`config.mk`:
```
export PLATFORM = sky130hd
export DESIGN_NAME = program_loader
export DESIGN_NICKNAME = d
export VERILOG_FILES = /design/src/rtl/program_loader_pkg.sv /design/src/rtl/program_loader_checksum.sv /design/src/rtl/program_loader.sv
export SDC_FILE = /design/constraint.sdc
export NUM_CORES = 1
export LEC_CHECK = 0
export CORE_MARGIN = 3
export CORE_UTILIZATION = 55
export DETAILED_ROUTE_END_ITERATION = 8
export GPL_ROUTABILITY_DRIVEN = 1
export PLACE_DENSITY_LB_ADDON = 0.1
export SYNTH_ARGS = -nofsm -noshare
export SYNTH_HDL_FRONTEND = slang
export SYNTH_SLANG_ARGS = --single-unit
```
`constraint.sdc`:
```
create_clock -name clk -period 3.8 [get_ports clk]
set_clock_uncertainty 0.1 [all_clocks]
set_input_delay 0.57 -clock clk [delete_from_list [all_inputs] [get_ports clk]]
set_output_delay 0.57 -clock clk [all_outputs]
set_load 0.005 [all_outputs]
```
`src/rtl/program_loader_pkg.sv`:
```
// -----------------------------------------------------------------------------
// loader_pkg
// Shared definitions for the boot-time program loader:
//   - loader FSM state encoding
//   - frame header byte and the NOP used to pad unused instruction slots
//   - default memory geometry (matches the RISC_16 4-bit instruction_addr)
//   - byte_ready decode helper shared by the loader FSM
// -----------------------------------------------------------------------------
package loader_pkg;

  localparam int ADDR_W_DEF  = 4;
  localparam int DEPTH_DEF   = 16;
  localparam int INSTR_W_DEF = 16;

  localparam logic [7:0]  HEADER    = 8'hA5;
  localparam logic [15:0] NOP_INSTR = 16'h0000;

  typedef enum logic [3:0] {
    ST_IDLE  = 4'd0,
    ST_SYNC  = 4'd1,
    ST_COUNT = 4'd2,
    ST_HI    = 4'd3,
    ST_LO    = 4'd4,
    ST_CHECK = 4'd5,
    ST_PAD   = 4'd6,
    ST_DONE  = 4'd7,
    ST_ERROR = 4'd8
  } state_e;

  // States in which the loader consumes a stream byte.
  function automatic logic accepts_byte(input state_e s);
    logic r;
    case (s)
      ST_SYNC, ST_COUNT, ST_HI, ST_LO, ST_CHECK: r = 1'b1;
      default:                                   r = 1'b0;
    endcase
    return r;
  endfunction

endpackage

```
`src/rtl/program_loader_checksum.sv`:
```
// -----------------------------------------------------------------------------
// loader_checksum
// 8-bit modulo-256 running sum over the frame bytes after the header.
// Ports:
//   clk, rst     clock and synchronous active-low reset
//   clr          restart the sum (combined with add_en it loads add_data)
//   add_en       accumulate add_data this cycle
//   add_data     byte to accumulate
//   cmp_data     byte compared against the current registered sum
//   match        cmp_data == sum (combinational, for the CHECK byte)
// -----------------------------------------------------------------------------
module loader_checksum
  import loader_pkg::*;
(
  input  logic       clk,
  input  logic       rst,
  input  logic       clr,
  input  logic       add_en,
  input  logic [7:0] add_data,
  input  logic [7:0] cmp_data,
  output logic       match
);

  logic [7:0] sum_q;
  logic [7:0] sum_d;
  logic [7:0] base_s;

  // Next sum: optional clear, then optional add; carry out is dropped.
  always_comb begin
    base_s = sum_q;
    sum_d  = sum_q;
    if (clr) begin
      base_s = 8'h00;
    end else begin
      base_s = sum_q;
    end
    if (add_en) begin
      sum_d = base_s + add_data;
    end else begin
      sum_d = base_s;
    end
  end

  // Sum register.
  always_ff @(posedge clk) begin
    if (!rst) begin
      sum_q <= 8'h00;
    end else begin
      sum_q <= sum_d;
    end
  end

  assign match = (cmp_data == sum_q);

endmodule

```
`src/rtl/program_loader.sv`:
```
// -----------------------------------------------------------------------------
// program_loader
// Boot-time loader in front of the RISC_16 core. Receives a framed program
// (A5, N, N x {hi,lo}, CSUM) over a valid/ready byte stream, writes the
// instructions into instruction memory, pads the remaining slots with NOP and
// releases the core reset only once a checksum-verified image is resident.
// Ports:
//   clk, rst                    clock, synchronous active-low reset
//   start                       level request to (re)start a load
//   byte_valid/byte_data        incoming byte stream
//   byte_ready                  loader will take a byte this cycle
//   imem_we/imem_waddr/wdata    registered one-cycle instruction-memory write
//   cpu_rst                     active-high reset to the core (low only in DONE)
//   load_done / load_error      status, high only in DONE / ERROR
// -----------------------------------------------------------------------------
module program_loader
  import loader_pkg::*;
#(
  parameter int ADDR_W  = ADDR_W_DEF,
  parameter int DEPTH   = DEPTH_DEF,
  parameter int INSTR_W = INSTR_W_DEF
) (
  input  logic               clk,
  input  logic               rst,
  input  logic               start,
  input  logic               byte_valid,
  input  logic [7:0]         byte_data,
  output logic               byte_ready,
  output logic               imem_we,
  output logic [ADDR_W-1:0]  imem_waddr,
  output logic [INSTR_W-1:0] imem_wdata,
  output logic               cpu_rst,
  output logic               load_done,
  output logic               load_error
);

  // idx and n carry one extra bit so that N == DEPTH is representable.
  localparam logic [ADDR_W:0] IDX_ONE  = (ADDR_W+1)'(1);
  localparam logic [ADDR_W:0] IDX_LAST = (ADDR_W+1)'(DEPTH - 1);
  localparam logic [ADDR_W:0] IDX_FULL = (ADDR_W+1)'(DEPTH);

  state_e              state_q, state_d;
  logic [ADDR_W:0]     idx_q, idx_d;
  logic [ADDR_W:0]     n_q, n_d;
  logic [7:0]          hi_q, hi_d;
  logic                byte_ready_q, byte_ready_d;
  logic                imem_we_q, imem_we_d;
  logic [ADDR_W-1:0]   imem_waddr_q, imem_waddr_d;
  logic [INSTR_W-1:0]  imem_wdata_q, imem_wdata_d;
  logic                cpu_rst_q, cpu_rst_d;
  logic                load_done_q, load_done_d;
  logic                load_error_q, load_error_d;

  logic                xfer_s;
  logic                n_illegal_s;
  logic [ADDR_W:0]     idx_inc_s;
  logic                cs_clr_s;
  logic                cs_add_s;
  logic                cs_match_s;

  assign xfer_s      = byte_valid & byte_ready_q;
  assign n_illegal_s = (byte_data == 8'h00) || (int'(byte_data) > DEPTH);
  assign idx_inc_s   = idx_q + IDX_ONE;

  loader_checksum u_checksum (
    .clk      (clk),
    .rst      (rst),
    .clr      (cs_clr_s),
    .add_en   (cs_add_s),
    .add_data (byte_data),
    .cmp_data (byte_data),
    .match    (cs_match_s)
  );

  // Loader FSM: next state, index/hi-byte updates, write request and checksum control.
  always_comb begin
    state_d      = state_q;
    idx_d        = idx_q;
    n_d          = n_q;
    hi_d         = hi_q;
    imem_we_d    = 1'b0;
    imem_waddr_d = imem_waddr_q;
    imem_wdata_d = imem_wdata_q;
    cs_clr_s     = 1'b0;
    cs_add_s     = 1'b0;

    case (state_q)
      ST_IDLE: begin
        if (start) begin
          state_d = ST_SYNC;
        end else begin
          state_d = ST_IDLE;
        end
      end

      ST_SYNC: begin
        // Anything other than the header is silently dropped while hunting.
        if (xfer_s && (byte_data == HEADER)) begin
          state_d = ST_COUNT;
        end else begin
          state_d = ST_SYNC;
        end
      end

      ST_COUNT: begin
        if (xfer_s) begin
          if (n_illegal_s) begin
            state_d = ST_ERROR;
          end else begin
            n_d      = byte_data[ADDR_W:0];
            idx_d    = '0;
            cs_clr_s = 1'b1;
            cs_add_s = 1'b1;
            state_d  = ST_HI;
          end
        end else begin
          state_d = ST_COUNT;
        end
      end

      ST_HI: begin
        if (xfer_s) begin
          hi_d     = byte_data;
          cs_add_s = 1'b1;
          state_d  = ST_LO;
        end else begin
          state_d = ST_HI;
        end
      end

      ST_LO: begin
        if (xfer_s) begin
          imem_we_d    = 1'b1;
          imem_waddr_d = idx_q[ADDR_W-1:0];
          imem_wdata_d = {hi_q, byte_data};
          cs_add_s     = 1'b1;
          idx_d        = idx_inc_s;
          if (idx_inc_s == n_q) begin
            state_d = ST_CHECK;
          end else begin
            state_d = ST_HI;
          end
        end else begin
          state_d = ST_LO;
        end
      end

      ST_CHECK: begin
        // The checksum byte is compared as it arrives, not after registering.
        if (xfer_s) begin
          if (cs_match_s) begin
            if (n_q < IDX_FULL) begin
              state_d = ST_PAD;
            end else begin
              state_d = ST_DONE;
            end
          end else begin
            state_d = ST_ERROR;
          end
        end else begin
          state_d = ST_CHECK;
        end
      end

      ST_PAD: begin
        imem_we_d    = 1'b1;
        imem_waddr_d = idx_q[ADDR_W-1:0];
        imem_wdata_d = NOP_INSTR;
        idx_d        = idx_inc_s;
        if (idx_q == IDX_LAST) begin
          state_d = ST_DONE;
        end else begin
          state_d = ST_PAD;
        end
      end

      ST_DONE, ST_ERROR: begin
        if (start) begin
          state_d = ST_SYNC;
        end else begin
          state_d = state_q;
        end
      end

      default: begin
        state_d = ST_IDLE;
      end
    endcase
  end

  // Status and handshake outputs are decoded from the next state so they change on the same edge.
  always_comb begin
    byte_ready_d = accepts_byte(state_d);
    cpu_rst_d    = (state_d != ST_DONE);
    load_done_d  = (state_d == ST_DONE);
    load_error_d = (state_d == ST_ERROR);
  end

  // State, datapath and registered output flops; reset cancels any pending write.
  always_ff @(posedge clk) begin
    if (!rst) begin
      state_q      <= ST_IDLE;
      idx_q        <= '0;
      n_q          <= '0;
      hi_q         <= 8'h00;
      byte_ready_q <= 1'b0;
      imem_we_q    <= 1'b0;
      imem_waddr_q <= '0;
      imem_wdata_q <= '0;
      cpu_rst_q    <= 1'b1;
      load_done_q  <= 1'b0;
      load_error_q <= 1'b0;
    end else begin
      state_q      <= state_d;
      idx_q        <= idx_d;
      n_q          <= n_d;
      hi_q         <= hi_d;
      byte_ready_q <= byte_ready_d;
      imem_we_q    <= imem_we_d;
      imem_waddr_q <= imem_waddr_d;
      imem_wdata_q <= imem_wdata_d;
      cpu_rst_q    <= cpu_rst_d;
      load_done_q  <= load_done_d;
      load_error_q <= load_error_d;
    end
  end

  assign byte_ready = byte_ready_q;
  assign imem_we    = imem_we_q;
  assign imem_waddr = imem_waddr_q;
  assign imem_wdata = imem_wdata_q;
  assign cpu_rst    = cpu_rst_q;
  assign load_done  = load_done_q;
  assign load_error = load_error_q;

endmodule

```
=== Word level (Yosys, flattened, before mapping) ===
Index checks and enable logic that the tools add are counted.

* Bits in latches: 0
* Register bits: 55
* Logic and storage cells: 84
* RAM bits: 0
* Memories: 0
* Output and inout bits: 25
* ROM bits: 0

* Muxes and demuxes: 30
* Reductions and logical operators: 13
* Add/sub/neg operators: 2
* Bitwise logic cells: 2
* Shift-type cells: 0
* Order comparisons: 2
* Multipliers: 0
* Div/mod/pow operators: 0
* Equal/unequal tests: 23

{| class="wikitable"
|+ Operators by type and width
! kind !! count
|-
| $pmux 16 s2 || 1
|-
| $pmux 4 s8 || 1
|-
| $eq 4x3->1 const B || 7
|-
| $mux 4 || 7
|-
| $eq 4x2->1 const B || 4
|-
| $mux 16 || 1
|-
| $mux 8 || 2
|-
| $mux 5 || 3
|-
| $pmux 5 s3 || 1
|-
| $add 8x8->8 || 1
|-
| $eq 4x1->1 const B || 2
|-
| $eq 4x4->1 const B || 2
|-
| $eq 8x8->1 || 1
|-
| $eq 8x8->1 const B || 1
|-
| $gt 8x5->1 const B || 1
|-
| $logic_not 8->1 || 1
|-
| $mux 1 || 8
|-
| $pmux 4 s2 || 1
|-
| $mux 3 || 2
|-
| $ne 2x2->1 const B || 3
|-
| $add 5x1->5 const B || 1
|-
| $eq 5x4->1 const B || 1
|-
| $eq 5x5->1 || 1
|-
| $lt 5x5->1 const B || 1
|-
| 15 further kinds || 18
|}

=== Depth between registers and ports, before layout ===
* Depth in word-level cells: 8
* Mapped depth: 15
* Mapped depth without buffers: 13

=== Hierarchy ===
From an unflattened synthesis, not the netlist that was laid out.

* Cell total of the unflattened synthesis: 342
* Area total of the unflattened synthesis: 3004.1 um^2

{| class="wikitable"
|+ By module, submodules not included
! module !! area each (um^2) !! seq. area each (um^2) !! instances !! cells each
|-
| program_loader || 2210.9 || 940.9 || 1 || 253
|-
| loader_checksum || 793.3 || 160.2 || 1 || 89
|}

=== Least setup slack after synthesis ===
Ideal clock, no wire load.

* Path type: input -> register
* From: in byte_data[1]
* To: reg u_checksum.sum_q[6]
* Buffers on the path: 2
* Cell stages on the path: 15
* Library setup time: 0.118 ns
* Arrival: 3.024 ns
* Slack: 0.558 ns
* Cell sequence: buf_2 > nor4_4 > mux2i_4 > nor2_8 > buf_4 > nor2b_1 > ha_1 > inv_1 > fa_1 > nor2b_1 > o21a_1 > o21ai_0 > mux2i_1 > o21ai_1 > a21boi_1

* Word-level cells in the longest chain between the ends: 8
* Elaborated cells between the ends (all ways): 10

{| class="wikitable"
|+ RTL lines
! element !! line !! RTL
|-
| start, declared || program_loader.sv:27 || <nowiki>input logic [7:0] byte_data,</nowiki>
|-
| $gt 8x5->1 or $logic_not 8->1 (tied branches) || program_loader.sv:62 || <nowiki>assign n_illegal_s = (byte_data == 8'h00) || (int'(byte_data) > DEPTH);</nowiki>
|-
| $logic_or 1x1->1 || program_loader.sv:62 ||
|-
| $mux 1 || program_loader.sv:107 || <nowiki>if (n_illegal_s) begin</nowiki>
|-
| $mux 1 || program_loader.sv:106 || <nowiki>if (xfer_s) begin</nowiki>
|-
| $mux 1 || program_loader.sv:87 || <nowiki>case (state_q)</nowiki>
|-
| $mux 8 || program_loader_checksum.sv:32 || <nowiki>if (clr) begin</nowiki>
|-
| $add 8x8->8 || program_loader_checksum.sv:38 || <nowiki>sum_d = base_s + add_data;</nowiki>
|-
| $mux 8 (*) || program_loader_checksum.sv:37 || <nowiki>if (add_en) begin</nowiki>
|-
| end signal, assigned || program_loader_checksum.sv:49 || <nowiki>sum_q <= sum_d;</nowiki>
|-
| end, declared || program_loader_checksum.sv:24 || <nowiki>logic [7:0] sum_q;</nowiki>
|}

Mark *: on every way between the ends. The rest lies on a longest branch, timed or not.
A chain may end at the register's enable or synchronous reset.

=== Worst setup path in the final report ===
* From: in byte_data[7]
* To: reg u_checksum.sum_q[7]

Same word-level chain as after synthesis.

==> impl_results.md <==
* Yosys Warn Count at 0
* CTS tree: done
* Antenna violations before repair at 0
* R2r setup slk at 0.58 ns
* CTS buffer count at 5
* Total congestion overflow at 0
* Fin. max-slew vios at 0
* RR Endpoint: u_checksum.sum_q[7]$_SDFF_PN0_
* Mapped Area at 0.00295 mm^2
* Worst path arrival time at 3.47 ns
* Cells after Synth at 329
* H-Tree Depth at 2
* First-pass GRT wire length at 11,000 um
* Final WS setup at 0.434 ns
* DRT antenna net count at 0
* Largest net degree at the start of global routing at 30
* Crit-path max FO at 5
* DRC Markers at 0
* Count of buffer and inverter cells on the critical path at 2
* Crit-path max cell delay at 0.55 ns
* Tot Pwr at 1.01 mW
* Leak at 1.28 nW
* WP data required at 3.90 ns
* Total placed instance area at 0.00342 mm^2
* Flops & latches, synth at 55
* Max_cap viols at 0
* Post-place setup slack at 0.127 ns
* Root Buffer: clkbuf_8
* IO Port Bufs at 36
* M2 GR Usage at 37.4%
* Fin crit share at 88.6%
* Grt peak-use layer: met2
* Crit path from: byte_data[7]
* Clock buffer depth at 2
* Setup crit end kind: register
* Die X at 79.2 um
* CP Depth at 12
* Hold violation total from the final report at 0
* Worst Setup Start Kind: primary input
* Crit path time final at 3.37 ns
* Clock sinks at 55
* Placement row count at 26
* Post-route setup TNS at 0 ns
* Status: finished, final reports clean
* Final instance area at 0.00352 mm^2
* Layout cell share with drive strength beyond 1 at 9.46%
* Fmax at 297 MHz
* Initial DRC count at 166
* DPL Wire Length at 4870 um
* Final nets at 391
* CP max-delay cell: clkdlybuf4s50_1
* Relative slew slack at 39.8%
* Initial Util at 57.4%
* Sequential share of the synthesized area at 37.4%
* Post-synth EDFFs at 0
* Routed Wire Length at 6660 um
* Core area at 0.00514 mm^2
* All-Layer GR Usage at 22.1%
* CTS hold repair buffers at 0
* CTS resizes at 0
* Hold_sp: imem_waddr[0]$_SDFFE_PN0P_
* Async S/R FF share, synth at 0%
* Clock-pin slew on the worst setup and hold paths at 0.10 ns
* Initial DRT Pass Iterations at 4
* Largest delay share family, worst path: compound AO/OA/AOI/OAI gates
* CP Cell Sequence: clkdlybuf4s50_1 -> nor4_1 -> mux2i_4 -> o21ai_0 -> inv_1 -> ha_1 -> a21oi_1 -> o211ai_1 -> o41ai_1 -> xnor2_1 -> nand2_2 -> mux2i_1
* Crit path to: u_checksum.sum_q[7]$_SDFF_PN0_
* Die area at 0.00627 mm^2
* Vias per cell at 5.61
* Worst r2r src: state_q[1]$_SDFF_PN0_
* VDD IR max at 0.000172 V
* Die Ht at 79.2 um
* IO Count at 37
* Dominant synthesized flop cell: dfxtp_1
* Post-CTS Setup Inserts at 0
* RSZ-0062 raised after global routing: no
* Setup violators final at 0
* Area growth, synth to finish at 19.3%
* Mapped Nets at 351
* Worst-Margin Slew at 0.900 ns
* Register-to-Register Path Depth at 11
* Non-filler cells, final at 440
* Min-Delay Path Class: register to register
* GPL Wtd Cong at 0.878
* Dpl cells at 432
* Vias in the first global route at 2,317
* Worst-Skew Late Latency at 0.31 ns
* Global Route met3 Usage at 3.17%
* Synthesized area per cell at 8.96 um^2
* Total vias in the final route at 2,467
* Met1 Use GR at 29.1%
* Synth unique cells at 58
* WL/cell at 15.1 um
* N_diodes at 0
* WS Path Type: primary input to register
* Power Density at 288 mW/mm^2
## worst min path at each step
stage / to / slack (ns) / depth (start not counted)
2_1_floorplan: idx_q[4]$_SDFFE_PN0P_ / 0.35 / 1
3_3_place_gp: imem_waddr[0]$_SDFFE_PN0P_ / 0.35 / 2
3_5_place_dp: imem_waddr[0]$_SDFFE_PN0P_ / 0.36 / 2
4_1_cts: imem_waddr[0]$_SDFFE_PN0P_ / 0.37 / 2
5_1_grt: idx_q[4]$_SDFFE_PN0P_ / 0.40 / 1
6_report: imem_waddr[0]$_SDFFE_PN0P_ / 0.37 / 2
## layer usage
metal  vias up  wire [um]
li1       1237          -
met1      1167       3110
met2        55       3190
met3         8        292
met4         0         74
met5         -          0
## cell type report
type	instances	area, um^2
multi-input combinational	243	1710
inverter	11	41.3
fill	460	1620
tap	70	87.6
sequential	55	1100
clock buffer	5	68.8
clock inverter	3	25.0
timing repair buffer	53	488
## stage by stage
step                utilization, %  hold slack, ns
finish                        68.4           0.366
global route                  68.4           0.398
CTS                           68.4           0.371
detailed placement            66.6           0.358
global placement              66.6           0.352
floorplan                        -           0.349
## layout by cell type (no fill, tap or decap), types with 2 or more instances in the layout
master / netlist / routed
clkbuf_8: 0 / 5
xor2_1: 3 / 3
or2_1: 2 / 2
nor2b_1: 34 / 34
inv_1: 11 / 11
ha_1: 9 / 9
clkinv_4: 0 / 2
a31o_1: 2 / 2
or3_1: 2 / 2
a21oi_1: 5 / 5
dfxtp_1: 55 / 55
nor4_1: 4 / 4
and2_1: 2 / 2
o22ai_1: 2 / 2
nor3_1: 5 / 5
nand3_1: 7 / 7
buf_4: 1 / 17
nor2_1: 15 / 15
clkdlybuf4s50_1: 0 / 36
mux2i_1: 15 / 15
a21boi_0: 14 / 14
xnor2_1: 16 / 16
or3_4: 2 / 2
o21ai_0: 15 / 14
nand4_1: 3 / 3
nor3b_1: 4 / 4
nand2_1: 34 / 34
o21ai_1: 2 / 3
a22oi_1: 13 / 13
and3_1: 2 / 2
o211a_1: 3 / 3
o211ai_1: 2 / 2
## cells in the mapped netlist, drive strengths merged, types with 7 or more instances
cell    instances  area share [%]
nor2           16             2.6
a22oi          13             3.3
xnor2          16             4.8
a21boi         15             3.8
nor2b          34             7.2
ha              9             3.8
mux2i          16             5.9
nand2          35             4.5
clkbuf         12             1.5
dfxtp          55              37
nand3           7             1.2
inv            11             1.4
buf             8             1.9
o21ai          17             2.9
## kinds of logic after synthesis
kind of cell,synth area share (%)
and+or+nand+nor,24.7
AOI/OAI and AO/OA,17.1
DFF,37.4
buffers and inverters,4.80
xor gates and xnor gates,5.65
muxes,5.86
adders and majority gates,4.50
## where the power goes
group	internal (mW)	total, mW	switching, mW
clock network	0.132	0.331	0.199
logic	0.0458	0.0948	0.0490
registers	0.579	0.586	0.00649
## flip-flops by register name (all words and copies together) (netlist names)
signal / count
imem_wdata: 16
hi_q: 8
u_checksum.sum_q: 8
idx_q: 5
n_q: 5
imem_waddr: 4
state_q: 4
byte_ready: 1
cpu_rst: 1
imem_we: 1
load_done: 1
load_error: 1
## tightest hold or removal path: cells and delay by family, from the launching register on
| family | cells | cell delay, ns |
|---|---|---|
| compound gates | 1 | 0.06 |
| flops | 1 | 0.32 |
| simple gates | 1 | 0.04 |
(Power assumes the default switching activity.)
